File: config.mk
export PLATFORM = sky130hd
export DESIGN_NAME = div_monitor
export DESIGN_NICKNAME = d
export VERILOG_FILES = /design/src/rtl/div_monitor.sv
export SDC_FILE = /design/constraint.sdc
export NUM_CORES = 1
export LEC_CHECK = 0
export CORE_MARGIN = 10
export CORE_UTILIZATION = 52
export CTS_CLUSTER_DIAMETER = 80
export DETAILED_ROUTE_END_ITERATION = 10
export GPL_ROUTABILITY_DRIVEN = 1
export PLACE_DENSITY = 0.74
export REMOVE_ABC_BUFFERS = 1
export SYNTH_ARGS = -nofsm -noshare
export SYNTH_HDL_FRONTEND = slang
export SYNTH_SLANG_ARGS = --single-unit
File: constraint.sdc
create_clock -name clk -period 2.2 [get_ports clk]
set_input_delay 0.44 -clock clk [delete_from_list [all_inputs] [get_ports clk]]
set_output_delay 0.44 -clock clk [all_outputs]
set_load 0.02 [all_outputs]
File: src/rtl/div_monitor.sv
// Divided-clock monitor: measures div_in period and high time, declares lock and flags errors.
// Optional saturating error counter is built when DIV_MONITOR_ERRCNT_EN is defined.
module div_monitor #(
  parameter int DIV      = 3,
  parameter int CNT_W    = 8,
  parameter int LOCK_CNT = 4
) (
  input  logic             clk,
  input  logic             reset,
  input  logic             div_in,
  input  logic             clr,
  output logic [CNT_W-1:0] period,
  output logic [CNT_W-1:0] high_time,
  output logic             period_valid,
  output logic             locked,
  output logic             err,
  output logic [7:0]       err_count
);

  localparam logic [CNT_W-1:0] CNT_MAX = {CNT_W{1'b1}};
  localparam logic [CNT_W-1:0] DIV_V   = CNT_W'(DIV);
  localparam logic [3:0]       LOCK_V  = 4'(LOCK_CNT);

  typedef enum logic [1:0] {IDLE, MEAS, LOCK} state_t;

  state_t           state_reg, state_next;
  logic [2:0]       sync_reg;
  logic [CNT_W-1:0] cnt_reg, cnt_next;
  logic [CNT_W-1:0] hcnt_reg, hcnt_next;
  logic [CNT_W-1:0] period_reg, period_next;
  logic [CNT_W-1:0] high_reg, high_next;
  logic [3:0]       good_reg, good_next;
  logic             pend_reg, pend_next;
  logic             pv_reg, pv_next;
  logic             locked_reg, locked_next;
  logic             err_reg, err_next;

  logic             s2, s3, rise, fall;
  logic             cnt_sat, good_meas, measure, timeout;
  logic [3:0]       good_inc;

  assign s2        = sync_reg[1];
  assign s3        = sync_reg[2];
  assign rise      = s2 & ~s3;
  assign fall      = ~s2 & s3;
  assign cnt_sat   = (cnt_reg == CNT_MAX);
  assign good_meas = (cnt_reg == DIV_V);
  assign good_inc  = (good_reg == LOCK_V) ? good_reg : good_reg + 4'd1;
  // clr wins over any edge seen in the same cycle
  assign measure   = ~clr & rise & (state_reg != IDLE);
  assign timeout   = ~clr & ~rise & cnt_sat & (state_reg != IDLE);

  always_ff @(posedge clk or negedge reset) begin
    if (!reset) begin
      state_reg <= IDLE;
    end else begin
      state_reg <= state_next;
    end
  end

  always_comb begin
    state_next = state_reg;
    if (clr) begin
      state_next = IDLE;
    end else begin
      case (state_reg)
        IDLE: if (rise) state_next = MEAS;
        MEAS, LOCK: begin
          if (rise) begin
            if (!good_meas) state_next = MEAS;
            else if (good_inc == LOCK_V) state_next = LOCK;
          end else if (cnt_sat) begin
            state_next = IDLE;
          end
        end
        default: state_next = IDLE;
      endcase
    end
  end

  always_comb begin
    cnt_next    = cnt_reg;
    hcnt_next   = hcnt_reg;
    period_next = period_reg;
    high_next   = high_reg;
    good_next   = good_reg;
    locked_next = locked_reg;
    pend_next   = measure;
    pv_next     = pend_reg & ~clr;
    err_next    = (measure & ~good_meas) | timeout;
    if (clr) begin
      cnt_next    = '0;
      hcnt_next   = '0;
      period_next = '0;
      high_next   = '0;
      good_next   = '0;
      locked_next = 1'b0;
    end else begin
      if (rise)         cnt_next = CNT_W'(1);
      else if (!cnt_sat) cnt_next = cnt_reg + CNT_W'(1);

      if (rise)                             hcnt_next = CNT_W'(1);
      else if (s2 && (hcnt_reg != CNT_MAX)) hcnt_next = hcnt_reg + CNT_W'(1);

      if (fall) high_next = hcnt_reg;

      if (measure) begin
        period_next = cnt_reg;
        good_next   = good_meas ? good_inc : 4'd0;
        locked_next = good_meas && (good_inc == LOCK_V);
      end else if (timeout) begin
        good_next   = '0;
        locked_next = 1'b0;
      end
    end
  end

  always_ff @(posedge clk or negedge reset) begin
    if (!reset) begin
      sync_reg   <= '0;
      cnt_reg    <= '0;
      hcnt_reg   <= '0;
      period_reg <= '0;
      high_reg   <= '0;
      good_reg   <= '0;
      pend_reg   <= 1'b0;
      pv_reg     <= 1'b0;
      locked_reg <= 1'b0;
      err_reg    <= 1'b0;
    end else begin
      sync_reg   <= {sync_reg[1:0], div_in};
      cnt_reg    <= cnt_next;
      hcnt_reg   <= hcnt_next;
      period_reg <= period_next;
      high_reg   <= high_next;
      good_reg   <= good_next;
      pend_reg   <= pend_next;
      pv_reg     <= pv_next;
      locked_reg <= locked_next;
      err_reg    <= err_next;
    end
  end

`ifdef DIV_MONITOR_ERRCNT_EN
  logic [7:0] errcnt_reg;

  always_ff @(posedge clk or negedge reset) begin
    if (!reset) begin
      errcnt_reg <= '0;
    end else if (clr) begin
      errcnt_reg <= '0;
    end else if (err_next && (errcnt_reg != 8'hFF)) begin
      errcnt_reg <= errcnt_reg + 8'd1;
    end
  end

  assign err_count = errcnt_reg;
`else
  assign err_count = '0;
`endif

  assign period       = period_reg;
  assign high_time    = high_reg;
  assign period_valid = pv_reg;
  assign locked       = locked_reg;
  assign err          = err_reg;

endmodule
* Yosys cells after proc, flatten, opt, wreduce, memory -nomap -nowiden
Index checks and enable logic that the tools add are counted.
W data, S select, Z words.
** Operators by class
- Eq/ne operators :: 11
- Bitwise logic cells :: 15
- Add/subtract/negate cells :: 3
- Multiplexer cells :: 25
- Reduce and logical (&&, ||, !) cells :: 10
** Operators by type and width (count)
- $mux W8 :: 10
- $mux W4 :: 5
- $add A8 B1 Y8 const B :: 2
- $mux W2 :: 6
- $and A1 B1 Y1 :: 9
- $eq A4 B3 Y1 const B :: 2
- $eq A8 B2 Y1 const B :: 1
- $eq A8 B8 Y1 const B :: 1
- $ne A8 B8 Y1 const B :: 1
- $ne A3 B3 Y1 const B :: 2
- $reduce_bool A2 Y1 :: 3
- $reduce_bool A3 Y1 :: 2
- $ne A5 B5 Y1 const B :: 1
- $not A1 Y1 :: 5
- $add A4 B1 Y4 const B :: 1
- $ne A4 B4 Y1 const B :: 1
- $pmux W2 S2 :: 1
- $mux W1 :: 3
- $reduce_and A3 Y1 :: 1
- $eq A2 B1 Y1 const B :: 1
- $eq A2 B2 Y1 const B :: 1
- $logic_and A1 B1 Y1 :: 2
- $logic_not A2 Y1 :: 1
- $reduce_or A2 Y1 :: 1
- $or A1 B1 Y1 :: 1
** Storage, ports and cells
- Register bits after elaboration :: 45
- Input bits :: 4

* Longest topological paths before layout
- Depth after elaboration :: 9
- Gate-level depth with buffers :: 7

* Least setup slack after synthesis
OpenSTA, ideal clock, no wires.
- Kind :: register -> register
- From :: register good_reg[0]
- To :: register state_reg[0]
- Cell stages (with the launch flop) :: 8
- Data arrival time :: 1714 ps
- Buffers on the path :: 0
- Setup slack :: 359 ps
- Required time :: 2072 ps
- Path through :: dfrtp_1 -> inv_2 -> ha_1 -> and3b_1 -> a41oi_1 -> a221o_1 -> a2bb2oi_2 -> mux2_1
** Between the ends
- Cells in the longest elaborated chain, start to end :: 5
- Elaborated cells on any way between the ends :: 6
- Classes of those cells :: add/sub: 1; eq/ne: 3; mux: 1; reduce/logical: 1
** Ends and longest elaborated chain
- start, declared :: line 32 : logic [3:0] good_reg, good_next;
- start signal, assigned :: line 136 : good_reg <= good_next;
- $add A4 B1 Y4 / $eq A4 B3 Y1 (equally long branches) :: line 48 : assign good_inc = (good_reg == LOCK_V) ? good_reg : good_reg + 4'd1;
- $mux W4 * :: line 48
- $eq A4 B3 Y1 * :: line 71 : else if (good_inc == LOCK_V) state_next = LOCK;
- $ne A5 B5 Y1 (no line) *
- $reduce_and A3 Y1 (no line) *
- end signal, assigned :: line 57 : state_reg <= state_next;
- end, declared :: line 26 : state_t state_reg, state_next;
Mark *: on every way between the ends. The rest lies on a longest branch, timed or not.
A chain may end at the register's enable or synchronous reset.

* Worst setup path after layout
Same ends and word-level chain as after synthesis.

==> results.yml <==
status:
  status: "completed"
die:
  rows: 23
  die_w_um: 85.6
  dieArea_um2: 7330
  fp.coreArea_um2: 4090
  num_io_pins: 31
  dieHeight_um: 85.6
  start_util: 0.548
critical_path:
  crit_chain: "inv_2 -> ha_1 -> and3b_1 -> a41oi_1 -> a221o_1 -> a2bb2oi_2 -> mux2_1"
  rrSetupSlack_ns: 0.17
  startpoint_type: "flop"
  worstReg2RegEnd: "state_reg[0]"
  arrival_ns: 2.21
  r2r-start: "good_reg[0]"
  required_ns: 2.38
  cp_slowest_cell: "dfrtp_1"
  path_class: "reg2reg"
  critical_path_buf_inv_count: 1
  end_kind: "flop"
  r2r_cells: 7
  slowest_delay_ns: 0.46
  path_max_fanout: 7
  path_delay_family: "compound AO/OA/AOI/OAI gates"
placed_design:
  dp_hpwl_um: 3150
  place_inst: 286
  port_buffers: 22
  pre_cts_slack_ns: 0.156
  gp_congestion: 0.852
  dpl-instance-area_um2: 2500
sta:
  hold_violations: 0
  rsz0062_at_grt: "false"
  setup-violations-final: 0
  fin_tns_setup_ns: 0
  tightest_slew_ns: 0.756
  clock_skew_ns: 0.00226
  setup_ws_ns: 0.170
  fin_hold_ws_ns: 0.208
  fin_crit_sh: 0.923
  slew_headroom: 0.496
  layout_min_cycle_time_ns: 2.03
  fmax_mhz: 493
  report.final.slew_viol_count: 0
final_layout:
  nets: 253
  num_antenna_cells: 0
  layout_commonest_cell: "dfrtp_1"
  fill_cells: 348
  areaGrowthSynthToFinish_pct: 15.4
  final_cell_mix: "45 x dfrtp_1, 25 x nor2_1, 21 x clkdlybuf4s50_1"
  layout-drive-gt1-share: 0.0984
  final_area_um2: 2580
  final_cells: 294
cts:
  clk_latency_ns: 0.30
  clockBufferDepth: 2
  cts_num_sinks: 45
  cts-htree-levels: 2
  cts_resized: 0
  clk_root_buffer_cell: "clkbuf_8"
  cts_setup_buffers: 0
  cts_tree: "done"
  cts_made_buffers: 5
  hold_buffers: 0
  clk_pin_slew_ns: 0.08
global_routing:
  grt_pass1_wl_um: 7550
  met2_usage: 0.166
  grtUsageTotal: 0.126
  grt_pass1_vias: 1542
  met1_usage: 0.172
  grt-ovfl-total: 0
  grt_max_degree: 36
  use_met3: 0.0520
  antenna_found_initial: 0
  grt-busiest-layer: "met1"
routing:
  routed_wl_um: 4390
  vias_per_cell: 5.45
  drtIter0Drc: 83
  ant_nets: 0
  drc_errors: 0
  vias: 1603
  wl_per_cell_um: 14.9
  firstDrtPassIters: 4
synthesis:
  syn_area_per_cell_um2: 10.4
  synth.cell_area_um2: 2240
  ys_ff_latch: 45
  ys_seq_area_frac: 0.503
  synth.area.top_cells: "dfrtp_1 50%, mux2i_1 4.5%, nor2_1 4.2%"
  synth_edf_count: 0
  synth_cell_types: 48
  yosysWarnings: 0
  netlist_instances: 216
  synth_top_cell_by_area: "dfrtp_1"
  synth_flop_cell: "dfrtp_1"
  synthArstFlopShare: 1.00
  yosys.area.top_type_share: 0.503
hold_path:
  hp-class: "in2async"
pwr:
  p_seq_frac: 0.564
  comb_power_share: 0.119
  switching_power_w: 0.000397
  powerDensity_nw_per_um2: 594
  p_sw_frac: 0.259
  leakage_nw: 1.17
  ir_drop_v: 0.000399
  intPower_w: 0.00114
  power_frac_clock: 0.317
job:
  drv_cap: 0
-- cell families after synthesis --
kind of cell    synth area share
simple gates               0.215
xor+xnor                  0.0352
buf+inv                   0.0520
other cells              0.00168
compound gates             0.110
flops                      0.503
fa+ha+maj                 0.0335
mux                       0.0497
-- Yosys cell counts, drive strengths merged (3+ instances only) --
library cell and count:
nor2 25, clkbuf 4, nand4 3, xnor2 3
and3 4, xor2 6, a21oi 8, dfrtp 45
nand2b 13, nor2b 7, buf 12, ha 6
inv 6, o21ai 14, nand3 10, mux2i 10
nand2 11
-- power by group through the flow --
stage | Sequential (W) | Combinational, W | Clock (W)
floorplan | 0.000883 | 0.000112 | 0
global placement | 0.000881 | 0.000177 | 0
detailed placement | 0.000882 | 0.000182 | 0
CTS | 0.000865 | 0.000182 | 0.000508
global route | 0.000869 | 0.000202 | 0.000537
finish | 0.000866 | 0.000182 | 0.000487
-- worst max-delay path by stage --
stage                  from      endpoint  slack [ns]  cells past startpoint
2_1_floorplan  state_reg[0]   good_reg[3]        0.26                      5
3_3_place_gp            clr  state_reg[0]        0.19                      5
3_5_place_dp            clr  state_reg[0]        0.16                      5
4_1_cts         good_reg[0]  state_reg[0]        0.18                      7
5_1_grt         good_reg[0]  state_reg[0]        0.04                      7
6_report        good_reg[0]  state_reg[0]        0.17                      7
-- through the flow --
stage | utilization | total power (W)
2_1_floorplan | - | 0.000994
3_3_place_gp | 0.612 | 0.00106
3_5_place_dp | 0.612 | 0.00106
4_1_cts | 0.632 | 0.00156
5_1_grt | 0.632 | 0.00161
6_report | 0.632 | 0.00154
-- area by class of cell --
class	count	area, µm²	share of cell area
well taps	50	62.6	0.0242
clock inverters	2	10.0	0.00387
clock buffers	6	72.6	0.0281
multi-input cells	156	1020	0.396
flip-flops and latches	45	1130	0.436
inverters	6	22.5	0.00872
repair buffers	29	268	0.104
-- metal layers --
layer,wire [µm],vias up
met5,0,-
met1,2140,756
li1,-,792
met4,64,0
met2,1830,50
met3,354,5
No activity file was read; power rests on OpenSTA's default activity.
